[src/rtl/execute_stage_if.sv]
// Bus between the pipeline control/decode side and the Y86-64 execute stage.
// The slave modport is the execute stage's view; master is the driver's view.
interface execute_stage_if #(
  parameter int DATA_W = 64
);
  logic              stall_i;
  logic              bubble_i;
  logic [3:0]        icode_i;
  logic [3:0]        ifun_i;
  logic [2:0]        stat_i;
  logic [DATA_W-1:0] valA_i;
  logic [DATA_W-1:0] valB_i;
  logic [DATA_W-1:0] valC_i;
  logic [3:0]        dstE_i;
  logic [3:0]        dstM_i;
  logic [2:0]        m_stat_i;
  logic [2:0]        W_stat_i;
  logic [3:0]        icode_o;
  logic [2:0]        stat_o;
  logic              cnd_o;
  logic [DATA_W-1:0] valE_o;
  logic [DATA_W-1:0] valA_o;
  logic [3:0]        dstE_o;
  logic [3:0]        dstM_o;
  logic [DATA_W-1:0] fwd_valE_o;
  logic [3:0]        fwd_dstE_o;

  modport slave (
    input  stall_i, bubble_i, icode_i, ifun_i, stat_i, valA_i, valB_i, valC_i,
           dstE_i, dstM_i, m_stat_i, W_stat_i,
    output icode_o, stat_o, cnd_o, valE_o, valA_o, dstE_o, dstM_o,
           fwd_valE_o, fwd_dstE_o
  );

  modport master (
    output stall_i, bubble_i, icode_i, ifun_i, stat_i, valA_i, valB_i, valC_i,
           dstE_i, dstM_i, m_stat_i, W_stat_i,
    input  icode_o, stat_o, cnd_o, valE_o, valA_o, dstE_o, dstM_o,
           fwd_valE_o, fwd_dstE_o
  );
endinterface

[src/rtl/execute_stage.sv]
// Y86-64 execute stage: E pipeline register, ALU, condition codes and cnd.
// Optional macro EXEC_FWD_EN drives the decode bypass copies of valE/dstE.
module execute_stage #(
  parameter int         DATA_W   = 64,
  parameter logic [2:0] CC_RESET = 3'b100
) (
  input  logic           clk_i,
  input  logic           rst_i,
  execute_stage_if.slave bus
);

  localparam logic [3:0] I_NOP    = 4'h1;
  localparam logic [3:0] I_RRMOVQ = 4'h2;
  localparam logic [3:0] I_IRMOVQ = 4'h3;
  localparam logic [3:0] I_RMMOVQ = 4'h4;
  localparam logic [3:0] I_MRMOVQ = 4'h5;
  localparam logic [3:0] I_OPQ    = 4'h6;
  localparam logic [3:0] I_JXX    = 4'h7;
  localparam logic [3:0] I_CALL   = 4'h8;
  localparam logic [3:0] I_RET    = 4'h9;
  localparam logic [3:0] I_PUSHQ  = 4'hA;
  localparam logic [3:0] I_POPQ   = 4'hB;

  localparam logic [3:0] A_ADD = 4'h0;
  localparam logic [3:0] A_SUB = 4'h1;
  localparam logic [3:0] A_AND = 4'h2;
  localparam logic [3:0] A_XOR = 4'h3;

  localparam logic [3:0] RNONE      = 4'hF;
  localparam logic [2:0] STAT_BUBBLE = 3'd0;
  localparam logic [2:0] STAT_HLT    = 3'd2;
  localparam logic [2:0] STAT_ADR    = 3'd3;
  localparam logic [2:0] STAT_INS    = 3'd4;

  localparam logic [DATA_W-1:0] EIGHT = DATA_W'(8);

  typedef struct packed {
    logic [3:0]        icode;
    logic [3:0]        ifun;
    logic [2:0]        stat;
    logic [DATA_W-1:0] val_a;
    logic [DATA_W-1:0] val_b;
    logic [DATA_W-1:0] val_c;
    logic [3:0]        dst_e;
    logic [3:0]        dst_m;
  } ereg_t;

  localparam ereg_t E_BUBBLE = '{
    icode: I_NOP, ifun: 4'h0, stat: STAT_BUBBLE,
    val_a: '0, val_b: '0, val_c: '0, dst_e: RNONE, dst_m: RNONE
  };

  function automatic logic is_exception(input logic [2:0] stat);
    return (stat == STAT_ADR) || (stat == STAT_INS) || (stat == STAT_HLT);
  endfunction

  // cc is {ZF,SF,OF}
  function automatic logic cond_eval(input logic [3:0] fun, input logic [2:0] cc);
    logic zf, sf, of;
    logic res;
    {zf, sf, of} = cc;
    case (fun)
      4'h0:    res = 1'b1;
      4'h1:    res = (sf ^ of) | zf;
      4'h2:    res = sf ^ of;
      4'h3:    res = zf;
      4'h4:    res = ~zf;
      4'h5:    res = ~(sf ^ of);
      4'h6:    res = ~(sf ^ of) & ~zf;
      default: res = 1'b0;
    endcase
    return res;
  endfunction

  ereg_t             e_q, e_d;
  logic [2:0]        cc_q, cc_d;
  logic [DATA_W-1:0] alu_a_s, alu_b_s, val_e_s;
  logic [3:0]        alu_fun_s;
  logic              of_s, cc_en_s, cnd_s;
  logic [3:0]        dst_e_s;

  // E register next state: stall holds, bubble injects a NOP
  always_comb begin
    e_d = e_q;
    if (bus.stall_i) begin
      e_d = e_q;
    end else if (bus.bubble_i) begin
      e_d = E_BUBBLE;
    end else begin
      e_d = '{
        icode: bus.icode_i, ifun: bus.ifun_i, stat: bus.stat_i,
        val_a: bus.valA_i, val_b: bus.valB_i, val_c: bus.valC_i,
        dst_e: bus.dstE_i, dst_m: bus.dstM_i
      };
    end
  end

  // E register state
  always_ff @(posedge clk_i or posedge rst_i) begin
    if (rst_i) begin
      e_q <= E_BUBBLE;
    end else begin
      e_q <= e_d;
    end
  end

  // ALU operand selection
  always_comb begin
    alu_a_s = '0;
    alu_b_s = '0;
    case (e_q.icode)
      I_RRMOVQ, I_OPQ:             alu_a_s = e_q.val_a;
      I_IRMOVQ, I_RMMOVQ, I_MRMOVQ: alu_a_s = e_q.val_c;
      I_CALL, I_PUSHQ:             alu_a_s = -EIGHT;
      I_RET, I_POPQ:               alu_a_s = EIGHT;
      default:                     alu_a_s = '0;
    endcase
    case (e_q.icode)
      I_RMMOVQ, I_MRMOVQ, I_OPQ, I_CALL, I_PUSHQ, I_RET, I_POPQ: alu_b_s = e_q.val_b;
      default:                                                   alu_b_s = '0;
    endcase
  end

  // ALU function and signed-overflow detection
  always_comb begin
    alu_fun_s = (e_q.icode == I_OPQ) ? e_q.ifun : A_ADD;
    val_e_s   = '0;
    of_s      = 1'b0;
    case (alu_fun_s)
      A_ADD: begin
        val_e_s = alu_b_s + alu_a_s;
        of_s    = (alu_a_s[DATA_W-1] == alu_b_s[DATA_W-1]) &&
                  (val_e_s[DATA_W-1] != alu_a_s[DATA_W-1]);
      end
      A_SUB: begin
        val_e_s = alu_b_s - alu_a_s;
        of_s    = (alu_a_s[DATA_W-1] != alu_b_s[DATA_W-1]) &&
                  (val_e_s[DATA_W-1] != alu_b_s[DATA_W-1]);
      end
      A_AND:   val_e_s = alu_b_s & alu_a_s;
      A_XOR:   val_e_s = alu_b_s ^ alu_a_s;
      default: val_e_s = '0;
    endcase
  end

  // CC next state; frozen once an exception is further down the pipe
  always_comb begin
    cc_en_s = (e_q.icode == I_OPQ) && !is_exception(bus.m_stat_i) &&
              !is_exception(bus.W_stat_i) && !bus.stall_i;
    if (cc_en_s) begin
      cc_d = {(val_e_s == '0), val_e_s[DATA_W-1], of_s};
    end else begin
      cc_d = cc_q;
    end
  end

  // Condition-code register
  always_ff @(posedge clk_i or posedge rst_i) begin
    if (rst_i) begin
      cc_q <= CC_RESET;
    end else begin
      cc_q <= cc_d;
    end
  end

  // cnd from the current CC; a false cmov loses its destination
  always_comb begin
    if ((e_q.icode == I_RRMOVQ) || (e_q.icode == I_JXX)) begin
      cnd_s = cond_eval(e_q.ifun, cc_q);
    end else begin
      cnd_s = 1'b1;
    end
    if ((e_q.icode == I_RRMOVQ) && !cnd_s) begin
      dst_e_s = RNONE;
    end else begin
      dst_e_s = e_q.dst_e;
    end
  end

  assign bus.icode_o = e_q.icode;
  assign bus.stat_o  = e_q.stat;
  assign bus.cnd_o   = cnd_s;
  assign bus.valE_o  = val_e_s;
  assign bus.valA_o  = e_q.val_a;
  assign bus.dstE_o  = dst_e_s;
  assign bus.dstM_o  = e_q.dst_m;

`ifdef EXEC_FWD_EN
  assign bus.fwd_valE_o = val_e_s;
  assign bus.fwd_dstE_o = dst_e_s;
`else
  assign bus.fwd_valE_o = '0;
  assign bus.fwd_dstE_o = RNONE;
`endif

endmodule

[src/flat_wrapper.sv]
// flat-port wrapper written by rule: the top's interface ports become plain ports
module execute_stage_flat 
#(
  parameter int         DATA_W   = 64,
  parameter logic [2:0] CC_RESET = 3'b100
)
  (clk_i, rst_i, bus_stall_i, bus_bubble_i, bus_icode_i, bus_ifun_i, bus_stat_i, bus_valA_i, bus_valB_i, bus_valC_i, bus_dstE_i, bus_dstM_i, bus_m_stat_i, bus_W_stat_i, bus_icode_o, bus_stat_o, bus_cnd_o, bus_valE_o, bus_valA_o, bus_dstE_o, bus_dstM_o, bus_fwd_valE_o, bus_fwd_dstE_o);
  execute_stage_if #(.DATA_W(DATA_W)) bus_i ();
  input  logic clk_i;
  input  logic rst_i;
  input wire logic [$bits(bus_i.stall_i)-1:0] bus_stall_i;
  input wire logic [$bits(bus_i.bubble_i)-1:0] bus_bubble_i;
  input wire logic [$bits(bus_i.icode_i)-1:0] bus_icode_i;
  input wire logic [$bits(bus_i.ifun_i)-1:0] bus_ifun_i;
  input wire logic [$bits(bus_i.stat_i)-1:0] bus_stat_i;
  input wire logic [$bits(bus_i.valA_i)-1:0] bus_valA_i;
  input wire logic [$bits(bus_i.valB_i)-1:0] bus_valB_i;
  input wire logic [$bits(bus_i.valC_i)-1:0] bus_valC_i;
  input wire logic [$bits(bus_i.dstE_i)-1:0] bus_dstE_i;
  input wire logic [$bits(bus_i.dstM_i)-1:0] bus_dstM_i;
  input wire logic [$bits(bus_i.m_stat_i)-1:0] bus_m_stat_i;
  input wire logic [$bits(bus_i.W_stat_i)-1:0] bus_W_stat_i;
  output wire logic [$bits(bus_i.icode_o)-1:0] bus_icode_o;
  output wire logic [$bits(bus_i.stat_o)-1:0] bus_stat_o;
  output wire logic [$bits(bus_i.cnd_o)-1:0] bus_cnd_o;
  output wire logic [$bits(bus_i.valE_o)-1:0] bus_valE_o;
  output wire logic [$bits(bus_i.valA_o)-1:0] bus_valA_o;
  output wire logic [$bits(bus_i.dstE_o)-1:0] bus_dstE_o;
  output wire logic [$bits(bus_i.dstM_o)-1:0] bus_dstM_o;
  output wire logic [$bits(bus_i.fwd_valE_o)-1:0] bus_fwd_valE_o;
  output wire logic [$bits(bus_i.fwd_dstE_o)-1:0] bus_fwd_dstE_o;
  assign bus_i.stall_i = bus_stall_i;
  assign bus_i.bubble_i = bus_bubble_i;
  assign bus_i.icode_i = bus_icode_i;
  assign bus_i.ifun_i = bus_ifun_i;
  assign bus_i.stat_i = bus_stat_i;
  assign bus_i.valA_i = bus_valA_i;
  assign bus_i.valB_i = bus_valB_i;
  assign bus_i.valC_i = bus_valC_i;
  assign bus_i.dstE_i = bus_dstE_i;
  assign bus_i.dstM_i = bus_dstM_i;
  assign bus_i.m_stat_i = bus_m_stat_i;
  assign bus_i.W_stat_i = bus_W_stat_i;
  assign bus_icode_o = bus_i.icode_o;
  assign bus_stat_o = bus_i.stat_o;
  assign bus_cnd_o = bus_i.cnd_o;
  assign bus_valE_o = bus_i.valE_o;
  assign bus_valA_o = bus_i.valA_o;
  assign bus_dstE_o = bus_i.dstE_o;
  assign bus_dstM_o = bus_i.dstM_o;
  assign bus_fwd_valE_o = bus_i.fwd_valE_o;
  assign bus_fwd_dstE_o = bus_i.fwd_dstE_o;
  execute_stage #(.DATA_W(DATA_W), .CC_RESET(CC_RESET)) u_core (.clk_i(clk_i), .rst_i(rst_i), .bus(bus_i));
endmodule
[config.mk]
export PLATFORM = sky130hd
export DESIGN_NAME = execute_stage_flat
export DESIGN_NICKNAME = d
export VERILOG_FILES = /design/src/rtl/execute_stage_if.sv /design/src/rtl/execute_stage.sv /design/src/flat_wrapper.sv
export SDC_FILE = /design/constraint.sdc
export NUM_CORES = 1
export LEC_CHECK = 0
export ABC_AREA = 1
export CAP_MARGIN = 20
export CELL_PAD_IN_SITES_DETAIL_PLACEMENT = 1
export CELL_PAD_IN_SITES_GLOBAL_PLACEMENT = 2
export CORE_MARGIN = 4
export CORE_UTILIZATION = 28
export CTS_CLUSTER_DIAMETER = 120
export DETAILED_ROUTE_END_ITERATION = 12
export PLACE_DENSITY = 0.88
export SETUP_SLACK_MARGIN = 0.5
export SYNTH_ARGS = -nofsm -noshare
export SYNTH_HDL_FRONTEND = slang
export SYNTH_SLANG_ARGS = --single-unit
[constraint.sdc]
create_clock -name clk_i -period 9 [get_ports clk_i]
set_input_delay 2.25 -clock clk_i [delete_from_list [all_inputs] [get_ports clk_i]]
set_output_delay 2.25 -clock clk_i [all_outputs]
set_load 0.02 [all_outputs]
# Word level (Yosys, flattened, before mapping)
# Index checks and enable logic that the tools add are counted.
dict set report op_classes {
  add_sub_neg 2
  eq_ne 29
  muxes 9
  bitwise_logic 7
  reduce_logical 23
}
# cell count
set ops {}
lappend ops {{64-bit one-hot mux with 4 select lines} 2}
lappend ops {{211-bit 2-to-1 mux} 1}
lappend ops {{64-bit adder} 1}
lappend ops {{64-bit bitwise AND} 1}
lappend ops {{64-bit logical NOT} 1}
lappend ops {{64-bit 2-to-1 mux} 1}
lappend ops {{64-bit subtractor} 1}
lappend ops {{64-bit bitwise XOR} 1}
lappend ops {{4-bit by 3-bit equality test with 1-bit output (second input constant)} 7}
lappend ops {{4-bit by 2-bit equality test with 1-bit output (second input constant)} 6}
lappend ops {{4-bit equality test (second input constant)} 4}
lappend ops {{3-bit by 2-bit equality test with 1-bit output (second input constant)} 4}
lappend ops {{4-bit by 1-bit equality test with 1-bit output (second input constant)} 2}
lappend ops {{4-bit logical NOT} 2}
lappend ops {{4-bit 2-to-1 mux} 2}
lappend ops {{1-bit one-hot mux with 7 select lines} 1}
lappend ops {{7-bit OR reduction} 1}
lappend ops {{3-bit equality test (second input constant)} 2}
lappend ops {{1-bit logical AND} 6}
lappend ops {{2-bit OR reduction} 3}
lappend ops {{1-bit logical OR} 5}
lappend ops {{1-bit logical NOT} 4}
lappend ops {{1-bit inequality test} 3}
lappend ops {{3-bit OR reduction} 1}
lappend ops {{7 further kinds} 8}
dict set report totals {
  register_bits 214
  input_bits 221
  out_inout_bits 212
  elab_cells 79
}

# Longest topological paths before layout
# Gate-level depths: netlist of the first run.
dict set report depth {
  depth_word 8
  mapped_depth 33
  depth_no_buf 31
}

# Least setup slack after synthesis of the first run
# Ideal clock, no wire load.
dict set report synth_path {
  path_kind {reg2out}
  startpoint {register u_core.e_q, in the netlist u_core.bus.icode_o[3]}
  endpoint {output port bus_valE_o[54]}
  arrival_ns 3.232
  required_time_ns 6.750
  slack_ns 3.518
  stages_incl_launch_ff 29
  n_path_buf 1
  path_cell_list {dfrtp_1 inv_2 nand2_2 inv_1 nand2_1 nand2_1 clkbuf_1 inv_1 o22ai_1 ha_1 inv_1 fa_1 nand3_1 nand2_1 nand2_1 nand2_1 nand2_1 nand2_1 nand2_1 nand2_1 nand2_1 nand2_1 nand2_1 nand2_1 nand2_1 nand2_1 nor2_1 nor2_1 inv_1}
}
dict set report synth_via {
  elab_chain_len 5
  word_cells_on_any_way 26
  classes_between {add/sub: 2; eq/ne: 12; mux: 4; bitwise: 2; reduce/logical: 6}
}
# item line
set synth_lines {}
lappend synth_lines {{start: declaration} execute_stage.sv:75} ;# ereg_t e_q, e_d;
lappend synth_lines {{start signal: assignment} execute_stage.sv:101} ;# e_q <= E_BUBBLE;
lappend synth_lines {{start signal: assignment} execute_stage.sv:103} ;# e_q <= e_d;
lappend synth_lines {{4-bit by 2-bit equality test with 1-bit output (tied with other cells)} execute_stage.sv:111} ;# case (e_q.icode)
lappend synth_lines {{3-bit OR reduction (tied with other cells)} execute_stage.sv:111}
lappend synth_lines {{64-bit one-hot mux with 4 select lines / 64-bit 2-to-1 mux (equally long branches)} {execute_stage.sv:111, execute_stage.sv:118}}
lappend synth_lines {{64-bit subtractor (tied with other cells)} execute_stage.sv:136} ;# val_e_s = alu_b_s - alu_a_s;
lappend synth_lines {{64-bit one-hot mux with 4 select lines (*)} execute_stage.sv:129} ;# case (alu_fun_s)
lappend synth_lines {{end: declaration} flat_wrapper.sv:26} ;# output wire logic [$bits(bus_i.valE_o)-1:0] bus_valE_o;
# Mark *: on every way between the ends. The rest lies on a longest branch, timed or not.

# Final worst setup path of the first run
dict set report layout_path {
  startpoint {register u_core.e_q, in the netlist u_core.bus.icode_o[3]}
  endpoint {output port bus_valE_o[47]}
}
# Same word-level chain as after synthesis.

==> results.json, run 1 <==
{
  "setup_violations": 0,
  "dieHeight_um": 303,
  "wl_per_cell_um": 21.7,
  "critPathSlowestCell": "a21oi_4",
  "rrSetupSlack_ns": 2.99,
  "htreeDepth": 1,
  "async_reset_ff_share_pct": 100,
  "synth_top_area_cell": "dfrtp_1",
  "ir_drop_mv": 0.110,
  "drv_cap": 0,
  "hpwl_mm": 98.8,
  "num_vias": 26500,
  "max_slew.worst_pin.slew_ns": 1.07,
  "period_minus_slack_ns": 7.91,
  "clock_latency_ns": 0.55,
  "antenna_found_initial": 17,
  "cp_max_fo": 28,
  "cts_buffer_depth": 3,
  "ys.flop_type": "dfrtp_1",
  "rsz0062_at_grt": "no",
  "worstHoldStart": "u_core.e_q[51]$_DFFE_PP0N_",
  "cp_common_cell": "nand2_1",
  "fillCellCount": 11300,
  "grt_pass1_vias": 26300,
  "worst-endpoint-required_ns": 6.75,
  "clock_sinks": 214,
  "slew_viol_final": 0,
  "final_layout_size_suffix_gt1_share_pct": 7.42,
  "drt-total-wl_mm": 117,
  "clock_skew_ns": 0.0339,
  "drc_errors": 0,
  "crit_chain": "inv_2 > nand2_2 > inv_1 > a21oi_4 > buf_4 > nor2_1 > ha_1 > nand2_2 > inv_1 > nand2_1 > inv_1 > a21oi_1 > nand2_2 > nand2_1 > nand2_2 > nand2_1 > nand2_1 > nand2_1 > nand3_1 > nand3_2 > clkdlybuf4s50_1",
  "drt_iter0_markers": 1857,
  "startpoint": "u_core.bus.icode_o[3]$_DFFE_PP0N_",
  "ff2ff_path_depth": 26,
  "total_power_mw": 4.19,
  "endpoint": "bus_valE_o[47]",
  "postCtsResizedCells": 0,
  "hold_violations": 0,
  "multi_input_area_um2": 14500,
  "rr_startpoint": "u_core.bus.icode_o[3]$_DFFE_PP0N_",
  "core_area_um2": 85700,
  "cts_tree": "yes",
  "period_share_pct": 87.9,
  "seq_area_um2": 5370,
  "slew_headroom_pct": 28.6,
  "ys_warn_count": 0,
  "post_cts.repair.setup_buffers": 0,
  "synth-seq-cells": 214,
  "clk_pin_slew_ns": 0.06,
  "power.leakage_nw": 15.3,
  "netlist_instances": 4047,
  "fmax_mhz": 126,
  "areaGrowthSynthToFinish_pct": 17.8,
  "powerDensity_nw_per_um2": 146,
  "hp-class": "reg2reg",
  "ant_nets": 0,
  "syn_area_per_cell_um2": 6.01,
  "grt_pass1_wl_mm": 170,
  "timing.rr.end": "u_core.cc_q[2]$_DFFE_PP1P_",
  "root_buffer": "clkbuf_16",
  "die_w_um": 303,
  "synth_edf_count": 0,
  "yosysMostFrequentCell": "nand2_1",
  "grt_start_max_net_pins": 204,
  "slowest_delay_ns": 0.64,
  "fp-row-count": 107,
  "nNetsFinal": 4592,
  "grt_overflow": 0,
  "synth_cell_types": 52,
  "holdBufCountCts": 0,
  "dr.pass1.iters": 6,
  "status": "completed",
  "crit_type": "reg2out",
  "syn_area_um2": 24300,
  "cts_made_buffers": 23,
  "grtUsageTotal_pct": 24.7,
  "cp.arrival_ns": 5.66,
  "seq_area_frac_synth_pct": 22.1,
  "num_io_pins": 433,
  "synth.area.top_cells": "dfrtp_1 21%, nand2_1 20%, inv_1 10%",
  "start_util_pct": 28.4,
  "crit_path_end_kind": "output pin",
  "dieArea_um2": 91700,
  "port_buffers": 364,
  "crit_path_start_kind": "register",
  "whs_path_depth": 2,
  "synthTopCellsByCount": "1,319 x nand2_1, 678 x inv_1, 344 x nor2_1",
  "setup_tns_ns": 0,
  "synth_top_area_share_pct": 21.0,
  "place.gp.congestion": 0.994,
  "via_per_inst": 4.90
}
cell type report:
type	count	share of cell area (%)
timing repair buffer	382	13.3
sequential	214	18.7
multi-input combinational	2876	50.7
clock inverter	5	0.131
antenna	13	0.113
inverter	736	9.66
clock buffer	35	2.37
tap	1144	4.99
flip-flops by register name, summed over array words and instances, names as in the netlist:
| name | flops |
|---|---|
| u_core.cc_q | 3 |
| u_core.bus.dstM_o | 4 |
| u_core.bus.valA_o | 64 |
| u_core.bus.stat_o | 3 |
| u_core.bus.icode_o | 4 |
| u_core.e_q | 136 |
report_power, final:
group | internal, mW | total [mW] | switching [mW]
clock network | 0.521 | 0.940 | 0.419
logic | 0.645 | 2.15 | 1.51
registers | 1.04 | 1.09 | 0.0559
total | 2.20 | 4.19 | 1.98
metrics by stage:
| stage | area, µm² | util, % | hold WS [ns] | setup slack (ns) | std cells |
|---|---|---|---|---|---|
| after floorplan | 24600 | - | 0.447 | 0.916 | 4113 |
| after global placement | 27900 | 32.6 | 0.464 | 1.82 | 5352 |
| after detailed placement | 27900 | 32.6 | 0.466 | 1.75 | 5352 |
| after CTS | 28600 | 33.4 | 0.479 | 1.13 | 5392 |
| after global routing | 28700 | 33.4 | 0.494 | 0.746 | 5402 |
| final | 28700 | 33.5 | 0.479 | 1.09 | 5405 |
cells by family after synthesis:
| kind of cell | Yosys count | synth area share (%) |
|---|---|---|
| other cells | 2 | 0.0309 |
| xor+xnor | 5 | 0.180 |
| fa+ha+maj | 138 | 7.16 |
| simple gates | 2176 | 38.6 |
| buf+inv | 1023 | 19.5 |
| flops | 214 | 22.1 |
| compound gates | 489 | 12.5 |
worst min path at each step:
| stage | to |
|---|---|
| finish | u_core.e_q[51]$_DFFE_PP0N_ |
| detailed placement | u_core.e_q[45]$_DFFE_PP0N_ |
| global placement | u_core.e_q[61]$_DFFE_PP0N_ |
| global route | u_core.e_q[4]$_DFFE_PP1N_ |
| CTS | u_core.e_q[7]$_DFFE_PP1N_ |
| floorplan | u_core.e_q[23]$_DFFE_PP0N_ |
layer usage:
layer / track usage, % / up-vias / routed length [µm]
met1: 34.8 / 12700 / 54400
met3: 4.12 / 152 / 7980
met5: 0 / - / 54
met4: 8.70 / 8 / 4110
met2: 38.1 / 818 / 50900
li1: - / 12700 / -
cells in the final DEF (no fill, tap or decap), types with 4 or more instances in the layout:
cell                n
nand2_1          1318
inv_1             677
clkdlybuf4s50_1   363
nor2_1            341
nand3_1           262
dfrtp_1           204
o21ai_0           144
ha_1              136
a21oi_1           128
nor2_2             72
conb_1             68
a221oi_1           60
inv_2              55
o22ai_1            51
nand2_2            46
a22o_1             36
nand4_1            30
nand3_2            24
clkbuf_16          23
nor2_4             22
o21bai_1           21
nand3b_1           19
nor3_1             18
buf_4              16
diode_2            13
a21oi_2            13
o21ai_1            10
dfstp_2            10
nor3_2              8
clkbuf_1            6
clkbuf_8            6
nor4_1              5
o22a_1              4
nand2_4             4
o211ai_1            4
worst max-delay path, delay by kind of cell (launching register included):
kind	cells	cell delay, ns
AND/OR/NAND/NOR	12	1.73
buffers and inverters	6	1.41
AO/OA/AOI/OAI	2	1.02
adder cells (fa/ha/maj)	1	0.48
flip-flops	1	0.44
Power figures use the tool's default switching activity.
==> run 2, diff against run 1 <==
- SKIP_LAST_GASP: unset -> 1
==> results of run 2 <==
The final DEF is identical to that of run 1; final timing and power are the same.
